--- src/rtl/seq_fetch_if.sv ---
// Fetch-stage bus: instruction-memory request/response plus the decode-side
// instruction handshake. The fetch stage is the master; memory and decode sit on the slave side.
interface seq_fetch_if #(
  parameter int ADDR_W = 32
);
  logic              imem_req_valid;
  logic [ADDR_W-1:0] imem_req_addr;
  logic              imem_req_ready;
  logic              imem_resp_valid;
  logic [31:0]       imem_resp_data;

  logic              inst_valid;
  logic [31:0]       inst_data;
  logic [ADDR_W-1:0] inst_pc;
  logic              inst_ready;

  modport master (
    output imem_req_valid, imem_req_addr,
    input  imem_req_ready, imem_resp_valid, imem_resp_data,
    output inst_valid, inst_data, inst_pc,
    input  inst_ready
  );

  modport slave (
    input  imem_req_valid, imem_req_addr,
    output imem_req_ready, imem_resp_valid, imem_resp_data,
    input  inst_valid, inst_data, inst_pc,
    output inst_ready
  );
endinterface

--- src/rtl/seq_fetch.sv ---
// Sequential-core fetch stage: one outstanding imem request, a small instruction FIFO,
// and redirect flushes. SEQ_FETCH_MISALIGN_TRAP_EN adds a misaligned-redirect trap and HALT state.
module seq_fetch #(
  parameter int                 ADDR_W   = 32,
  parameter logic [ADDR_W-1:0]  RESET_PC = '0,
  parameter int                 DEPTH    = 2
) (
  input  logic              clk,
  input  logic              rst,
  seq_fetch_if.master       bus,
  input  logic              redirect_valid,
  input  logic [ADDR_W-1:0] redirect_pc,
  output logic              fetch_misalign
);

  localparam int PTR_W = $clog2(DEPTH);
  localparam int CNT_W = PTR_W + 1;
  localparam logic [CNT_W-1:0] CNT_FULL = CNT_W'(DEPTH);

  typedef enum logic [2:0] {
    IDLE,
    REQ,
    WAIT,
    DRAIN
`ifdef SEQ_FETCH_MISALIGN_TRAP_EN
    , HALT
`endif
  } state_t;

  state_t state_q, state_d, resume_st;

  logic [ADDR_W-1:0] pc_q, pc_d, req_pc_q, redirect_target;
  logic [31:0]       data_mem [DEPTH];
  logic [ADDR_W-1:0] pc_mem   [DEPTH];
  logic [PTR_W-1:0]  wr_ptr_q, rd_ptr_q;
  logic [CNT_W-1:0]  count_q, count_d;
  logic              accept, push, pop, flush;

  // Outputs are gated by rst so nothing is presented while reset is held.
  assign bus.imem_req_valid = !rst && (state_q == REQ);
  assign bus.imem_req_addr  = pc_q;
  assign bus.inst_valid     = !rst && (count_q != '0);
  assign bus.inst_data      = data_mem[rd_ptr_q];
  assign bus.inst_pc        = pc_mem[rd_ptr_q];

  assign accept = bus.imem_req_valid && bus.imem_req_ready;
  assign pop    = bus.inst_valid && bus.inst_ready;
  assign flush  = redirect_valid;
  // A response arriving with a redirect belongs to the old stream and is dropped.
  assign push   = (state_q == WAIT) && bus.imem_resp_valid && !redirect_valid;

  assign redirect_target = {redirect_pc[ADDR_W-1:2], 2'b00};

`ifdef SEQ_FETCH_MISALIGN_TRAP_EN
  logic misalign_q, misalign_d;

  assign misalign_d     = redirect_valid ? (redirect_pc[1:0] != 2'b00) : misalign_q;
  assign resume_st      = misalign_d ? HALT : REQ;
  assign fetch_misalign = misalign_q;

  always_ff @(posedge clk) begin
    if (rst) misalign_q <= 1'b0;
    else     misalign_q <= misalign_d;
  end
`else
  logic unused_redirect_lsbs;

  assign unused_redirect_lsbs = ^redirect_pc[1:0];
  assign resume_st            = REQ;
  assign fetch_misalign       = 1'b0;
`endif

  // NOTE: every combinational output gets a default first so no path leaves it
  // unassigned; otherwise synthesis infers a latch.
  always_comb begin
    count_d = count_q;
    if (flush) begin
      count_d = '0;
    end else begin
      case ({push, pop})
        2'b10:   count_d = count_q + CNT_W'(1);
        2'b01:   count_d = count_q - CNT_W'(1);
        default: count_d = count_q;
      endcase
    end
  end

  always_comb begin
    pc_d = pc_q;
    if (flush)       pc_d = redirect_target;
    else if (accept) pc_d = pc_q + ADDR_W'(4);
  end

  always_comb begin
    state_d = state_q;
    case (state_q)
      REQ: begin
        // An accepted request is outstanding even if a redirect lands with it.
        if (redirect_valid) state_d = accept ? DRAIN : resume_st;
        else if (accept)    state_d = WAIT;
      end
      WAIT: begin
        if (redirect_valid)           state_d = bus.imem_resp_valid ? resume_st : DRAIN;
        else if (bus.imem_resp_valid) state_d = (count_d < CNT_FULL) ? REQ : IDLE;
      end
      IDLE: begin
        if (redirect_valid) state_d = resume_st;
        else if (pop)       state_d = REQ;
      end
      DRAIN: begin
        // Redirects keep draining; only the stale response ends this state.
        if (bus.imem_resp_valid) state_d = resume_st;
      end
`ifdef SEQ_FETCH_MISALIGN_TRAP_EN
      HALT: begin
        if (redirect_valid) state_d = resume_st;
      end
`endif
      default: state_d = REQ;
    endcase
  end

  // NOTE: sequential state uses non-blocking assignments so every register
  // samples pre-edge values and simulation matches the synthesized flops.
  always_ff @(posedge clk) begin
    if (rst) begin
      state_q  <= REQ;
      pc_q     <= RESET_PC;
      req_pc_q <= RESET_PC;
      wr_ptr_q <= '0;
      rd_ptr_q <= '0;
      count_q  <= '0;
    end else begin
      state_q <= state_d;
      pc_q    <= pc_d;
      count_q <= count_d;
      if (accept) req_pc_q <= pc_q;
      if (flush) begin
        wr_ptr_q <= '0;
        rd_ptr_q <= '0;
      end else begin
        if (push) wr_ptr_q <= wr_ptr_q + PTR_W'(1);
        if (pop)  rd_ptr_q <= rd_ptr_q + PTR_W'(1);
      end
    end
  end

  // NOTE: FIFO storage is not reset; count_q alone decides which entries are
  // live, so clearing the array would only cost reset fan-out.
  always_ff @(posedge clk) begin
    if (push) begin
      data_mem[wr_ptr_q] <= bus.imem_resp_data;
      pc_mem[wr_ptr_q]   <= req_pc_q;
    end
  end

endmodule
--- src/flat_wrapper.sv ---
// flat-port wrapper written by rule: the top's interface ports become plain ports
module seq_fetch_flat 
#(
  parameter int                 ADDR_W   = 32,
  parameter logic [ADDR_W-1:0]  RESET_PC = '0,
  parameter int                 DEPTH    = 2
)
  (clk, rst, redirect_valid, redirect_pc, fetch_misalign, bus_imem_req_valid, bus_imem_req_addr, bus_imem_req_ready, bus_imem_resp_valid, bus_imem_resp_data, bus_inst_valid, bus_inst_data, bus_inst_pc, bus_inst_ready);
  seq_fetch_if #(.ADDR_W(ADDR_W)) bus_i ();
  input  logic clk;
  input  logic rst;
  input  logic redirect_valid;
  input  logic [ADDR_W-1:0] redirect_pc;
  output logic fetch_misalign;
  output wire logic [$bits(bus_i.imem_req_valid)-1:0] bus_imem_req_valid;
  output wire logic [$bits(bus_i.imem_req_addr)-1:0] bus_imem_req_addr;
  input wire logic [$bits(bus_i.imem_req_ready)-1:0] bus_imem_req_ready;
  input wire logic [$bits(bus_i.imem_resp_valid)-1:0] bus_imem_resp_valid;
  input wire logic [$bits(bus_i.imem_resp_data)-1:0] bus_imem_resp_data;
  output wire logic [$bits(bus_i.inst_valid)-1:0] bus_inst_valid;
  output wire logic [$bits(bus_i.inst_data)-1:0] bus_inst_data;
  output wire logic [$bits(bus_i.inst_pc)-1:0] bus_inst_pc;
  input wire logic [$bits(bus_i.inst_ready)-1:0] bus_inst_ready;
  assign bus_imem_req_valid = bus_i.imem_req_valid;
  assign bus_imem_req_addr = bus_i.imem_req_addr;
  assign bus_i.imem_req_ready = bus_imem_req_ready;
  assign bus_i.imem_resp_valid = bus_imem_resp_valid;
  assign bus_i.imem_resp_data = bus_imem_resp_data;
  assign bus_inst_valid = bus_i.inst_valid;
  assign bus_inst_data = bus_i.inst_data;
  assign bus_inst_pc = bus_i.inst_pc;
  assign bus_i.inst_ready = bus_inst_ready;
  seq_fetch #(.ADDR_W(ADDR_W), .RESET_PC(RESET_PC), .DEPTH(DEPTH)) u_core (.clk(clk), .rst(rst), .bus(bus_i), .redirect_valid(redirect_valid), .redirect_pc(redirect_pc), .fetch_misalign(fetch_misalign));
endmodule
--- config.mk ---
export PLATFORM = sky130hd
export DESIGN_NAME = seq_fetch_flat
export DESIGN_NICKNAME = d
export VERILOG_FILES = /design/src/rtl/seq_fetch_if.sv /design/src/rtl/seq_fetch.sv /design/src/flat_wrapper.sv
export SDC_FILE = /design/constraint.sdc
export NUM_CORES = 1
export LEC_CHECK = 0
export CAP_MARGIN = 10
export CORE_MARGIN = 1.5
export CORE_UTILIZATION = 37
export CTS_BUF_LIST = sky130_fd_sc_hd__clkbuf_8 sky130_fd_sc_hd__clkbuf_16
export DETAILED_ROUTE_END_ITERATION = 8
export PLACE_DENSITY_LB_ADDON = 0.25
export REMOVE_ABC_BUFFERS = 1
export SLEW_MARGIN = 20
export SYNTH_ARGS = -nofsm -noshare
export SYNTH_HDL_FRONTEND = slang
export SYNTH_SLANG_ARGS = --single-unit
--- constraint.sdc ---
create_clock -name clk -period 5.8 [get_ports clk]
set_clock_uncertainty 0.1 [all_clocks]
set_input_delay 1.16 -clock clk [delete_from_list [all_inputs] [get_ports clk]]
set_output_delay 1.16 -clock clk [all_outputs]
set_load 0.01 [all_outputs]
==> run summary <==
Nets: 808
RSZ-0062 raised after global routing: no
H-tree lvl count: 4
ANT nets after route: 0
Primary FF master, synth: edfxtp_1
root buffer cell: clkbuf_16
initial DRC count: 247
yosys warns: 0
Area Overhead vs Synth: 32.02%
met2 WL: 8342 um
via count: 4,949
post-synthesis mux area share: 9.600%
row cnt: 52
post-route insts no fill: 1,015
Final setup viols: 0
post-CTS setup buffers: 0
# Max-Cap Violations: 0
vias in the first global route: 5,159
FF+latch area: 0.005069 mm2
Met3 Wirelength: 1082 um
Synth Area in XOR/XNOR: 3.645%
Leak Pwr: 3.570 nW
async set-reset flop share out of synthesis: 0%
number of synthesized flops with an enable pin: 124
# DRC: 0
kind of cell adding the most delay to the critical path: flip-flops
Critical Path Slowest Stage Cell: dfxtp_4
drt pass-1 iters: 5
Port Buffers: 161
clk_lat worst skew: 0.43 ns
status: completed
fin crit period: 3.584 ns
worst-path maximum fanout: 62
post-synthesis compound-gate area fraction: 3.905%
Die Y: 147.2 um
Fin Setup TNS: 0 ns
grt ovf: 0
first-pass GRT wire length: 27,340 um
Arrival @ worst endpoint: 2.32 ns
ANT cells: 0
Post-CTS Hold Buffers: 0
critical path buffer and inverter count: 1
CP endpoint kind: primary output
share of cells above drive strength 1: 15.57%
placed cell count: 983
post-CTS sizing: 0
core footprint: 0.02030 mm2
Routed Wire Length: 17,280 um
Critical Path RT: 4.54 ns
Routed WL per cell: 17.02 um
Max clock buf depth: 2
Synth Area in Simple Gates: 13.24%
Layout fillers: 1,791
Mapped Area: 0.007690 mm2
cts bufs inserted: 17
CP max stage delay: 0.95 ns
Hold WC Path Type: flip-flop to flip-flop
TritonCTS clock tree: done
io pins: 169
f_max: 279.0 MHz
peak supply drop: 0.0001971 V
DIE AREA: 0.02166 mm2
estimated wirelength of the detail-placed design: 10,850 um
Slew @ Worst Pin: 0.9064 ns
Post-Syn Area per Cell: 13.35 um2
Vias/cell: 4.876
worst setup path category: flip-flop to primary output
met1 wire length: 7749 um
Syn Inst Count: 576
Synth cell types: 45
clk sink count: 191
Synth Area in Adders: 0.9762%
clk slew on worst S/H paths: 0.07 ns
CP cell instances: mux2_2, clkdlybuf4s50_1
power density cells: 296.7 mW/mm2
GRT Resource Usage Total: 16.31%
pin count of the biggest net entering global routing: 63
Top Metal Used: met4
GPL Wtd Cong: 0.7969
Seq/Total Area, Yosys: 65.86%
Final Hold Fails: 0
Die W: 147.2 um
Initial Util: 37.88%
Pins Over Slew Limit: 0
largest family of logic cells by synthesized area: simple AND/OR/NAND/NOR gates
relative slew slack: 39.57%
Tcrit/Tclk final: 61.80%
number of synthesized register bits: 191
area of the multi-input gates: 0.002446 mm2
CP startpoint kind: flip-flop
initial antenna violation count: 0
==> Yosys cell counts, types with 2 or more instances <==
cell | count | area [um2]
nand4_1 | 10 | 62.56
ha_1 | 6 | 75.07
nor2b_1 | 3 | 18.77
mux2i_1 | 4 | 40.04
nor4_4 | 3 | 63.81
nand2_1 | 68 | 255.2
a211oi_1 | 17 | 127.6
xnor2_1 | 14 | 122.6
nand3_2 | 2 | 20.02
nand3_1 | 14 | 70.07
and4_1 | 2 | 17.52
mux2_2 | 62 | 698.2
o21a_1 | 2 | 15.01
clkbuf_1 | 22 | 82.58
dfxtp_1 | 67 | 1341
buf_2 | 2 | 10.01
nor3_2 | 3 | 30.03
xor2_1 | 18 | 157.7
nand2b_1 | 2 | 12.51
o21ai_0 | 5 | 25.02
edfxtp_1 | 124 | 3724
nand3b_1 | 31 | 232.7
a211oi_2 | 2 | 25.02
nor2_1 | 38 | 142.6
buf_1 | 5 | 18.77
buf_4 | 6 | 45.04
nor3_1 | 3 | 15.01
a21oi_1 | 11 | 55.05
inv_1 | 14 | 52.55
==> area by class of cell <==
type / count / area share (%)
flip-flops and latches: 191 / 49.93
clock inverters: 11 / 0.9490
repair buffers: 168 / 16.34
inverters: 14 / 0.5176
well taps: 270 / 3.328
clock buffers: 21 / 4.844
multi-input cells: 340 / 24.09
==> per-layer routing <==
layer | up-vias | global-route usage (%)
met2 | 172 | 27.30
met3 | 12 | 4.410
met5 | - | 0
met1 | 2385 | 21.00
li1 | 2380 | -
met4 | 0 | 4.000
==> worst paths after layout <==
path | to | slack (ns) | cells past startpoint | startpoint
min | u_core.pc_mem[1][11] | 0.36 | 0 | u_core.req_pc_q[11]
max reg2reg | u_core.bus.imem_req_addr[31] | 3.27 | 7 | u_core.state_q[1]
min reg2reg | u_core.pc_mem[1][11] | 0.36 | 0 | u_core.req_pc_q[11]
max | bus_inst_pc[25] | 2.22 | 2 | flip-flop
==> sequential cells by signal, indices dropped and copies added (netlist names), named ones only <==
signal,cells
u_core.pc_mem,60
u_core.bus.imem_req_addr,30
u_core.wr_ptr_q,1
u_core.count_q,2
u_core.data_mem,64
u_core.rd_ptr_q,1
u_core.state_q,2
u_core.req_pc_q,30
==> cell usage in the layout, fill, tap and decap left out, drive strengths merged, types with 3 or more instances in the layout <==
| cell type | count |
|---|---|
| a21oi | 11 |
| mux2 | 62 |
| conb | 5 |
| clkdlybuf4s50 | 160 |
| nor3 | 6 |
| inv | 22 |
| a211oi | 19 |
| nand2 | 68 |
| nand3b | 31 |
| mux2i | 4 |
| nor2 | 38 |
| o21ai | 6 |
| nor4 | 4 |
| clkbuf | 21 |
| xor2 | 18 |
| nor2b | 3 |
| buf | 8 |
| xnor2 | 14 |
| edfxtp | 124 |
| nand4 | 11 |
| nand3 | 16 |
| clkinv | 3 |
| dfxtp | 67 |
| ha | 6 |
==> report_power, final <==
part	leakage (nW)	internal (mW)	total [mW]	switching, mW
Combinational	1.59	0.152	0.311	0.159
Sequential	1.68	1.51	1.55	0.0495
Clock	0.298	0.622	1.15	0.524
Total	3.57	2.28	3.01	0.733
==> metrics by stage <==
step | hold WS (ns) | power [mW] | worst slack [ns] | instance area [um2] | util, %
global route | 0.3703 | 3.133 | 2.070 | 10150 | 50.01
detailed placement | 0.3405 | 1.899 | 2.089 | 9564 | 47.12
CTS | 0.3542 | 3.046 | 2.140 | 10150 | 50.01
global placement | 0.3319 | 1.883 | 2.126 | 9564 | 47.12
floorplan | 0.3254 | 1.726 | 0.4368 | 7548 | -
finish | 0.3584 | 3.012 | 2.216 | 10150 | 50.01
==> cell families (layout without fill, tap and decap cells) <==
kind of cell	Yosys count	after routing
DFF	191	191
and+or+nand+nor	187	187
muxes	66	66
buffers and inverters	49	214
AOI/OAI and AO/OA	44	44
xor gates and xnor gates	32	32
adders and majority gates	6	6
other	1	5
Note: power is estimated with default switching activity, not from simulation.
